File: src/rtl/tia_line_timing_generator_pkg.sv
// Shared line-timing constants, widths and decode payload for the TIA horizontal timing block.
package tia_line_timing_generator_pkg;

    localparam int unsigned LINE_CLKS_DEF    = 228;
    localparam int unsigned HSYNC_START_DEF  = 20;
    localparam int unsigned HSYNC_END_DEF    = 36;
    localparam int unsigned HBLANK_END_DEF   = 68;
    localparam int unsigned HMOVE_EXT_DEF    = 8;
    localparam int unsigned MOTION_STEPS_DEF = 15;
    localparam int unsigned CPU_DIV_DEF      = 3;

    localparam int unsigned HMC_W     = 4;
    localparam int unsigned PHASE_W   = 2;
    localparam int unsigned SEC_LAST  = 3;

    // Per-clock decode of the current horizontal position.
    typedef struct packed {
        logic line_start;
        logic hsync;
        logic hblank;
    } line_dec_t;

    function automatic int unsigned hcount_width(input int unsigned line_clks);
        return (line_clks > 1) ? $clog2(line_clks) : 1;
    endfunction

endpackage

File: src/rtl/tia_line_timing_generator_divide_by_n.sv
// Free-running clock divider producing the CPU phase clock; high for the first N/2 clocks of each period.
module tia_divide_by_n #(
    parameter int unsigned N = 3
) (
    input  logic clk_i,
    input  logic reset_i,
    output logic out_o
);

    localparam int unsigned DW = (N > 1) ? $clog2(N) : 1;

    logic [DW-1:0] cnt_q, cnt_d;
    logic          out_q, out_d;

    always_comb begin
        cnt_d = cnt_q + DW'(1);
        if (cnt_q == DW'(N - 1)) begin
            cnt_d = '0;
        end
        out_d = (cnt_d < DW'(N / 2));
    end

    always_ff @(posedge clk_i) begin
        if (reset_i) begin
            cnt_q <= '0;
            out_q <= 1'b0;
        end else begin
            cnt_q <= cnt_d;
            out_q <= out_d;
        end
    end

    assign out_o = out_q;

endmodule

File: src/rtl/tia_line_timing_generator.sv
// Horizontal line timing for the TIA: line counter, sync/blank decodes, HMOVE sequencer,
// WSYNC ready latch and the CPU phase clock.
module tia_line_timing_generator
    import tia_line_timing_generator_pkg::*;
#(
    parameter int unsigned LINE_CLKS    = LINE_CLKS_DEF,
    parameter int unsigned HSYNC_START  = HSYNC_START_DEF,
    parameter int unsigned HSYNC_END    = HSYNC_END_DEF,
    parameter int unsigned HBLANK_END   = HBLANK_END_DEF,
    parameter int unsigned HMOVE_EXT    = HMOVE_EXT_DEF,
    parameter int unsigned MOTION_STEPS = MOTION_STEPS_DEF,
    parameter int unsigned CPU_DIV      = CPU_DIV_DEF,
    localparam int unsigned HCW         = hcount_width(LINE_CLKS)
) (
    input  logic             clk_i,
    input  logic             reset_i,
    input  logic             wsyn_i,
    input  logic             rsyn_i,
    input  logic             hmove_i,
    input  logic             vsyn_i,
    input  logic             vblk_i,
    output logic [HCW-1:0]   hcount_o,
    output logic             line_start_o,
    output logic             hsync_o,
    output logic             syn_o,
    output logic             blank_o,
    output logic             motck_en_o,
    output logic [HMC_W-1:0] hmove_count_o,
    output logic             sec_o,
    output logic             rdy_o,
    output logic             phi_theta_o
);

    // Decode limits carried one bit wider so an extended blank end may exceed the line range.
    localparam logic [HCW:0]   HSYNC_START_X = (HCW + 1)'(HSYNC_START);
    localparam logic [HCW:0]   HSYNC_END_X   = (HCW + 1)'(HSYNC_END);
    localparam logic [HCW:0]   BLANK_X       = (HCW + 1)'(HBLANK_END);
    localparam logic [HCW:0]   BLANK_EXT_X   = (HCW + 1)'(HBLANK_END + HMOVE_EXT);
    localparam logic [HCW-1:0] LAST_X        = HCW'(LINE_CLKS - 1);

    logic [HCW-1:0]     hcount_q, hcount_d;
    logic               extend_q, extend_d;
    logic [HMC_W-1:0]   hmc_q, hmc_d;
    logic [PHASE_W-1:0] phase_q, phase_d;
    logic               sec_q, sec_d;
    logic               rdy_q, rdy_d;
    logic               hold_q, hold_d;
    line_dec_t          dec;

    // Position decodes from the registered counter.
    always_comb begin
        dec.line_start = (hcount_q == '0);
        dec.hsync      = ({1'b0, hcount_q} >= HSYNC_START_X) &&
                         ({1'b0, hcount_q} <  HSYNC_END_X);
        dec.hblank     = ({1'b0, hcount_q} < (extend_q ? BLANK_EXT_X : BLANK_X));
    end

    always_comb begin
        hcount_d = hcount_q + HCW'(1);
        if (hcount_q == LAST_X || rsyn_i) begin
            hcount_d = '0;
        end

        extend_d = extend_q;
        if (hmove_i) begin
            extend_d = 1'b1;
        end else if (dec.line_start) begin
            extend_d = 1'b0;
        end

        // Motion sequencer: reload on hmove, otherwise step down once every 4 clocks.
        hmc_d   = hmc_q;
        phase_d = phase_q;
        sec_d   = 1'b0;
        if (hmove_i) begin
            hmc_d   = HMC_W'(MOTION_STEPS);
            phase_d = '0;
        end else if (hmc_q != '0) begin
            if (phase_q == PHASE_W'(SEC_LAST)) begin
                hmc_d   = hmc_q - HMC_W'(1);
                phase_d = '0;
                sec_d   = 1'b1;
            end else begin
                phase_d = phase_q + PHASE_W'(1);
            end
        end

        // A halt issued together with rsyn must skip the line_start that rsyn itself creates.
        rdy_d  = rdy_q;
        hold_d = hold_q;
        if (rdy_q) begin
            if (wsyn_i) begin
                rdy_d  = 1'b0;
                hold_d = rsyn_i;
            end
        end else if (dec.line_start) begin
            if (hold_q) begin
                hold_d = 1'b0;
            end else begin
                rdy_d = 1'b1;
            end
        end
    end

    always_ff @(posedge clk_i) begin
        if (reset_i) begin
            hcount_q <= '0;
            extend_q <= 1'b0;
            hmc_q    <= '0;
            phase_q  <= '0;
            sec_q    <= 1'b0;
            rdy_q    <= 1'b1;
            hold_q   <= 1'b0;
        end else begin
            hcount_q <= hcount_d;
            extend_q <= extend_d;
            hmc_q    <= hmc_d;
            phase_q  <= phase_d;
            sec_q    <= sec_d;
            rdy_q    <= rdy_d;
            hold_q   <= hold_d;
        end
    end

    tia_divide_by_n #(
        .N (CPU_DIV)
    ) u_cpu_div (
        .clk_i   (clk_i),
        .reset_i (reset_i),
        .out_o   (phi_theta_o)
    );

    assign hcount_o      = hcount_q;
    assign line_start_o  = dec.line_start;
    assign hsync_o       = dec.hsync;
    assign syn_o         = dec.hsync | vsyn_i;
    assign blank_o       = dec.hblank | vblk_i;
    assign motck_en_o    = ~dec.hblank;
    assign hmove_count_o = hmc_q;
    assign sec_o         = sec_q;
    assign rdy_o         = rdy_q;

endmodule

File: config.mk
export PLATFORM = sky130hd
export DESIGN_NAME = tia_line_timing_generator
export DESIGN_NICKNAME = d
export VERILOG_FILES = /design/src/rtl/tia_line_timing_generator_pkg.sv /design/src/rtl/tia_line_timing_generator_divide_by_n.sv /design/src/rtl/tia_line_timing_generator.sv
export SDC_FILE = /design/constraint.sdc
export NUM_CORES = 1
export LEC_CHECK = 0
export CORE_ASPECT_RATIO = 0.9
export CORE_MARGIN = 2
export CORE_UTILIZATION = 41
export DETAILED_ROUTE_END_ITERATION = 7
export GPL_TIMING_DRIVEN = 1
export PLACE_DENSITY_LB_ADDON = 0.15
export SYNTH_ARGS = -nofsm -noshare
export SYNTH_HDL_FRONTEND = slang
export SYNTH_SLANG_ARGS = --single-unit
File: constraint.sdc
create_clock -name clk_i -period 1.8 [get_ports clk_i]
set_input_delay 0.18 -clock clk_i [delete_from_list [all_inputs] [get_ports clk_i]]
set_output_delay 0.18 -clock clk_i [all_outputs]
set_load 0.03 [all_outputs]
# Yosys cells after proc, flatten, opt, wreduce, memory -nomap -nowiden
# Index checks and enable logic that the tools add are counted.
# Widths: inputs -> output; s select.
# totals
reg_bits	21
inputBits	7
out_inout_bits	20
# op_classes
addsub	4
magnitude_cmp	4
eq_ne	4
n_mux	15
bitwise_logic	4
n_reduce_logical	13
# op_table
op	count
$mux 4	4
$mux 1	9
$add 8x1->8 const B	1
$eq 8x8->1 const B	1
$ge 8x5->1 const B	1
$logic_not 8->1	1
$lt 8x6->1 const B	1
$lt 8x7->1	1
$reduce_bool 2->1	4
$add 2x1->2 const B	2
$eq 2x2->1 const B	2
$mux 2	2
$reduce_and 2->1	2
$reduce_bool 4->1	1
$reduce_or 2->1	2
$sub 4x1->4 const B	1
$reduce_or 3->1	1
$lt 2x1->1 const B	1
$ne 2x2->1 const B	1
$not 1->1	2
$or 1x1->1	2
$logic_and 1x1->1	1
$logic_or 1x1->1	1

# Depth between registers and ports, before layout
# logic_depth
word_depth	4
depth_mapped	6

# Hierarchy
# A second synthesis with hierarchy kept.
# hier_totals
cells_unflattened	115
hier_area_um2	1056.0
# by_module_without_submodules
module	instances	cells_each	area_per_inst_um2	seq_area_each_um2
tia_line_timing_generator	1	109	972.2	360.3
tia_divide_by_n	1	6	83.8	60.1

# Worst setup path after synthesis
# OpenSTA, ideal clock, no wires.
# synth_timing
path_kind	reg2out
from	reg hcount_q[3], in the netlist hcount_o[3]
to	out blank_o
arrival_time_ps	1819
required_time_ps	1620
setup_slack_ps	-199
path_stages_with_launch	5
n_path_buf	0
cell_sequence	dfxtp_1 -> ha_1 -> a2111o_1 -> a21o_1 -> nand2b_1
# synth_between
elab_chain_cells	2
# synth_rtl
item	line	source
from (decl)	tia_line_timing_generator.sv:41	logic [HCW-1:0] hcount_q, hcount_d;
from (signal assigned)	tia_line_timing_generator.sv:115	hcount_q <= hcount_d;
$lt 8x7->1	tia_line_timing_generator.sv:55	dec.hblank = ({1'b0, hcount_q} < (extend_q ? BLANK_EXT_X : BLANK_X));
$or 1x1->1	tia_line_timing_generator.sv:137	assign blank_o = dec.hblank | vblk_i;
to (decl)	tia_line_timing_generator.sv:26	output logic blank_o,
# Every way passes these cells.

# Worst setup path in the final report
# layout_timing
from	reg extend_q
to	out blank_o
# layout_between
elab_chain_cells	3
# layout_rtl
item	line	source
from (decl)	tia_line_timing_generator.sv:42	logic extend_q, extend_d;
from (signal assigned)	tia_line_timing_generator.sv:116	extend_q <= extend_d;
$mux 4	tia_line_timing_generator.sv:55	
$lt 8x7->1	tia_line_timing_generator.sv:55	
$or 1x1->1	tia_line_timing_generator.sv:137	
# Every way passes these cells.

==> results.json <==
{
  "crit_path_max_incr_delay_ps": 360,
  "numCtsBuffers": 3,
  "initial_utilization_pct": 42.2,
  "max_cap_violations": 0,
  "p_leak_nw": 0.574,
  "yosys.cell_types.count": 37,
  "synth_warnings": 0,
  "grt.busiest_layer": "met2",
  "grt_max_degree": 12,
  "clk_latency_ps": 300,
  "cts.sinks": 21,
  "avgSynthCellArea_um2": 9.14,
  "drc": 0,
  "crit_fanout": 2,
  "yosys.area.top_type_share_pct": 41.4,
  "crit_chain": "inv_1 > ha_1 > a2111o_1 > a21o_1 > nand2b_1 > buf_6",
  "hold_path.class": "flop to flop",
  "yosys-top-cells-count": "21 x dfxtp_1, 10 x inv_1, 10 x nor2_1, 8 x a21oi_1",
  "async_reset_ff_share_pct": 0,
  "first_pass_iters": 4,
  "cts.htree.levels": 1,
  "drt-total-wl_um": 2210,
  "synth_area_leaders": "dfxtp_1 41%, ha_1 7.4%, a21oi_1 3.9%, inv_1 3.7%, nor2_1 3.7%",
  "max_slew_margin_pct": 73.7,
  "fin_nets": 161,
  "cp.required_ps": 1620,
  "chipWidth_um": 56.4,
  "cts_hold_buf": 0,
  "multi_input_area_um2": 571,
  "power.total_mw": 0.876,
  "grt-ovfl-total": 0,
  "worstPathArrival_ps": 1680,
  "ys_seq_area_share_pct": 41.4,
  "endpoint_kind": "primary output",
  "violations": "setup timing",
  "use_met3_pct": 6.33,
  "die_h_um": 51.2,
  "clockBufferDepth": 2,
  "syn_to_final_growth_pct": 38.7,
  "gr-usage-met1_pct": 23.3,
  "die-area_um2": 2890,
  "ir_drop_v": 0.000503,
  "diodes": 0,
  "hpwlAfterDp_um": 1690,
  "portBuffers": 26,
  "setup_viol_count_final": 2,
  "wl_per_cell_um": 12.7,
  "finalWorstSetupSlack_ps": -61.8,
  "ys.flop_type": "dfxtp_1",
  "hold_violations": 0,
  "finalMaxSlewViolations": 0,
  "gp_congestion": 0.743,
  "grtUsageTotal_pct": 17.1,
  "worstMarginPinSlew_ps": 389,
  "vias": 910,
  "yosysMostFrequentCell": "dfxtp_1",
  "regArea_um2": 424,
  "critPathKind": "flop to primary output",
  "cts_tree": "yes",
  "p_per_area_nw_per_um2": 623,
  "critPathLaunchType": "flop",
  "coreArea_um2": 2400,
  "ios": 27,
  "grt_first_pass_wirelength_um": 3820,
  "drtIter0Drc": 11,
  "grtUsageMet2_pct": 25.4,
  "setup_tns_ps": -78.9,
  "rsz0062_at_grt": "true",
  "num_rows": 17,
  "clock.fmax_ghz": 0.537,
  "via_per_inst": 5.20,
  "synth.largest_area_cell": "dfxtp_1",
  "finClkSkew_ps": 8.43,
  "antenna_found_initial": 0,
  "period_share_pct": 103,
  "synthesis.area_um2": 1010,
  "post-place-ws_ps": -124,
  "postRouteAntennaNets": 0,
  "crit_slowest_cell": "a2111o_1",
  "synth_nets": 124,
  "n_fill_cell": 227,
  "grt_pass1_vias": 843,
  "status": "finished with violations",
  "drive_gt1_share_pct": 20.4,
  "cts-root-buf": "clkbuf_4",
  "synth-edff-count": 0,
  "min_period_ps": 1860,
  "ys_ff_latch": 21,
  "path_clk_slew_ps": 110,
  "syn-instance-count": 111
}
## final cells by class
| type | instances | area share [%] |
|---|---|---|
| Sequential cell | 21 | 30.1 |
| Tap cell | 28 | 2.49 |
| Inverter | 10 | 2.67 |
| Timing Repair Buffer | 35 | 22.3 |
| Multi-Input combinational cell | 77 | 40.5 |
| Clock buffer | 4 | 1.87 |
## metrics by stage
stage	cell area, µm²	hold slack (ps)	cells	util, %
3_5_place_dp	1360	408	171	56.4
5_1_grt	1410	447	175	58.6
2_1_floorplan	1020	248	111	-
3_3_place_gp	1360	402	171	56.4
6_report	1410	419	175	58.6
4_1_cts	1400	425	175	58.1
## worst max-delay path: cells and delay by family (launching register included)
family | cells | cell delay, ps
AO/OA/AOI/OAI | 2 | 530
flip-flops | 1 | 330
adder cells (fa/ha/maj) | 1 | 260
buffers and inverters | 2 | 180
AND/OR/NAND/NOR | 1 | 90
## repair_timing
action | 4_1_cts | 5_1_grt
gates cloned | 0 | 0
setup buffers | 0 | 0
resized for setup | 7 | 9
pin swaps | 1 | 0
endpoints found under the setup margin | 5 | 4
## registers in the layout (all words and copies together), names as in the netlist
signal / count
u_cpu_div.cnt_q: 2
rdy_o: 1
extend_q: 1
phase_q: 2
u_cpu_div.out_o: 1
hmove_count_o: 4
hcount_o: 8
sec_o: 1
hold_q: 1
## where the power goes
| part | internal, mW | switching (mW) |
|---|---|---|
| registers | 0.486 | 0.0155 |
| clock network | 0.0864 | 0.140 |
| logic | 0.0684 | 0.0799 |
## cells in the final DEF (no fill, tap or decap), drive strengths merged, types with 2 or more instances in the layout
cell	Yosys	final
a21oi	8	8
buf	2	13
clkbuf	1	5
nor4b	2	2
o21ai	3	3
o31ai	3	3
ha	6	6
nor2b	2	2
a311oi	2	2
nor3	6	6
and4	2	2
or3b	2	2
nand4	2	2
or3	3	3
a21o	2	2
nor2	10	10
dfxtp	21	21
inv	10	10
clkdlybuf4s50	0	21
xor2	2	2
a31oi	2	2
nand3	4	4
mux2i	3	3
nand2	5	5
## per-layer routing
metal  part of all wire [%]  wire length (µm)  vias to the layer above
met3                    5.2               115                        2
met4                   0.77                17                        0
met5                      0                 0                        -
met2                     44               980                       20
li1                       -                 -                      469
met1                     50              1100                      419
## logic make-up (layout without fill, tap and decap cells)
family                   count (synthesis)  after routing  share of synthesized area [%]
AND/OR/NAND/NOR                         42             42                           22.9
AO/OA/AOI/OAI                           23             23                           17.0
flip-flops                              21             21                           41.4
buffers and inverters                   13             49                           5.67
adder cells (fa/ha/maj)                  6              6                           7.40
XOR/XNOR                                 3              3                           2.59
multiplexers                             3              3                           2.96
## worst paths after layout
kind	start	to	slack (ps)	cells past startpoint
setup reg to reg	hmove_count_o[0]	hmove_count_o[2]	200	5
setup / recovery	extend_q	blank_o	-60	6
hold reg to reg	u_cpu_div.cnt_q[0]	u_cpu_div.cnt_q[0]	420	1
hold / removal	u_cpu_div.cnt_q[0]	u_cpu_div.cnt_q[0]	420	1
No activity file was read; power rests on OpenSTA's default activity.
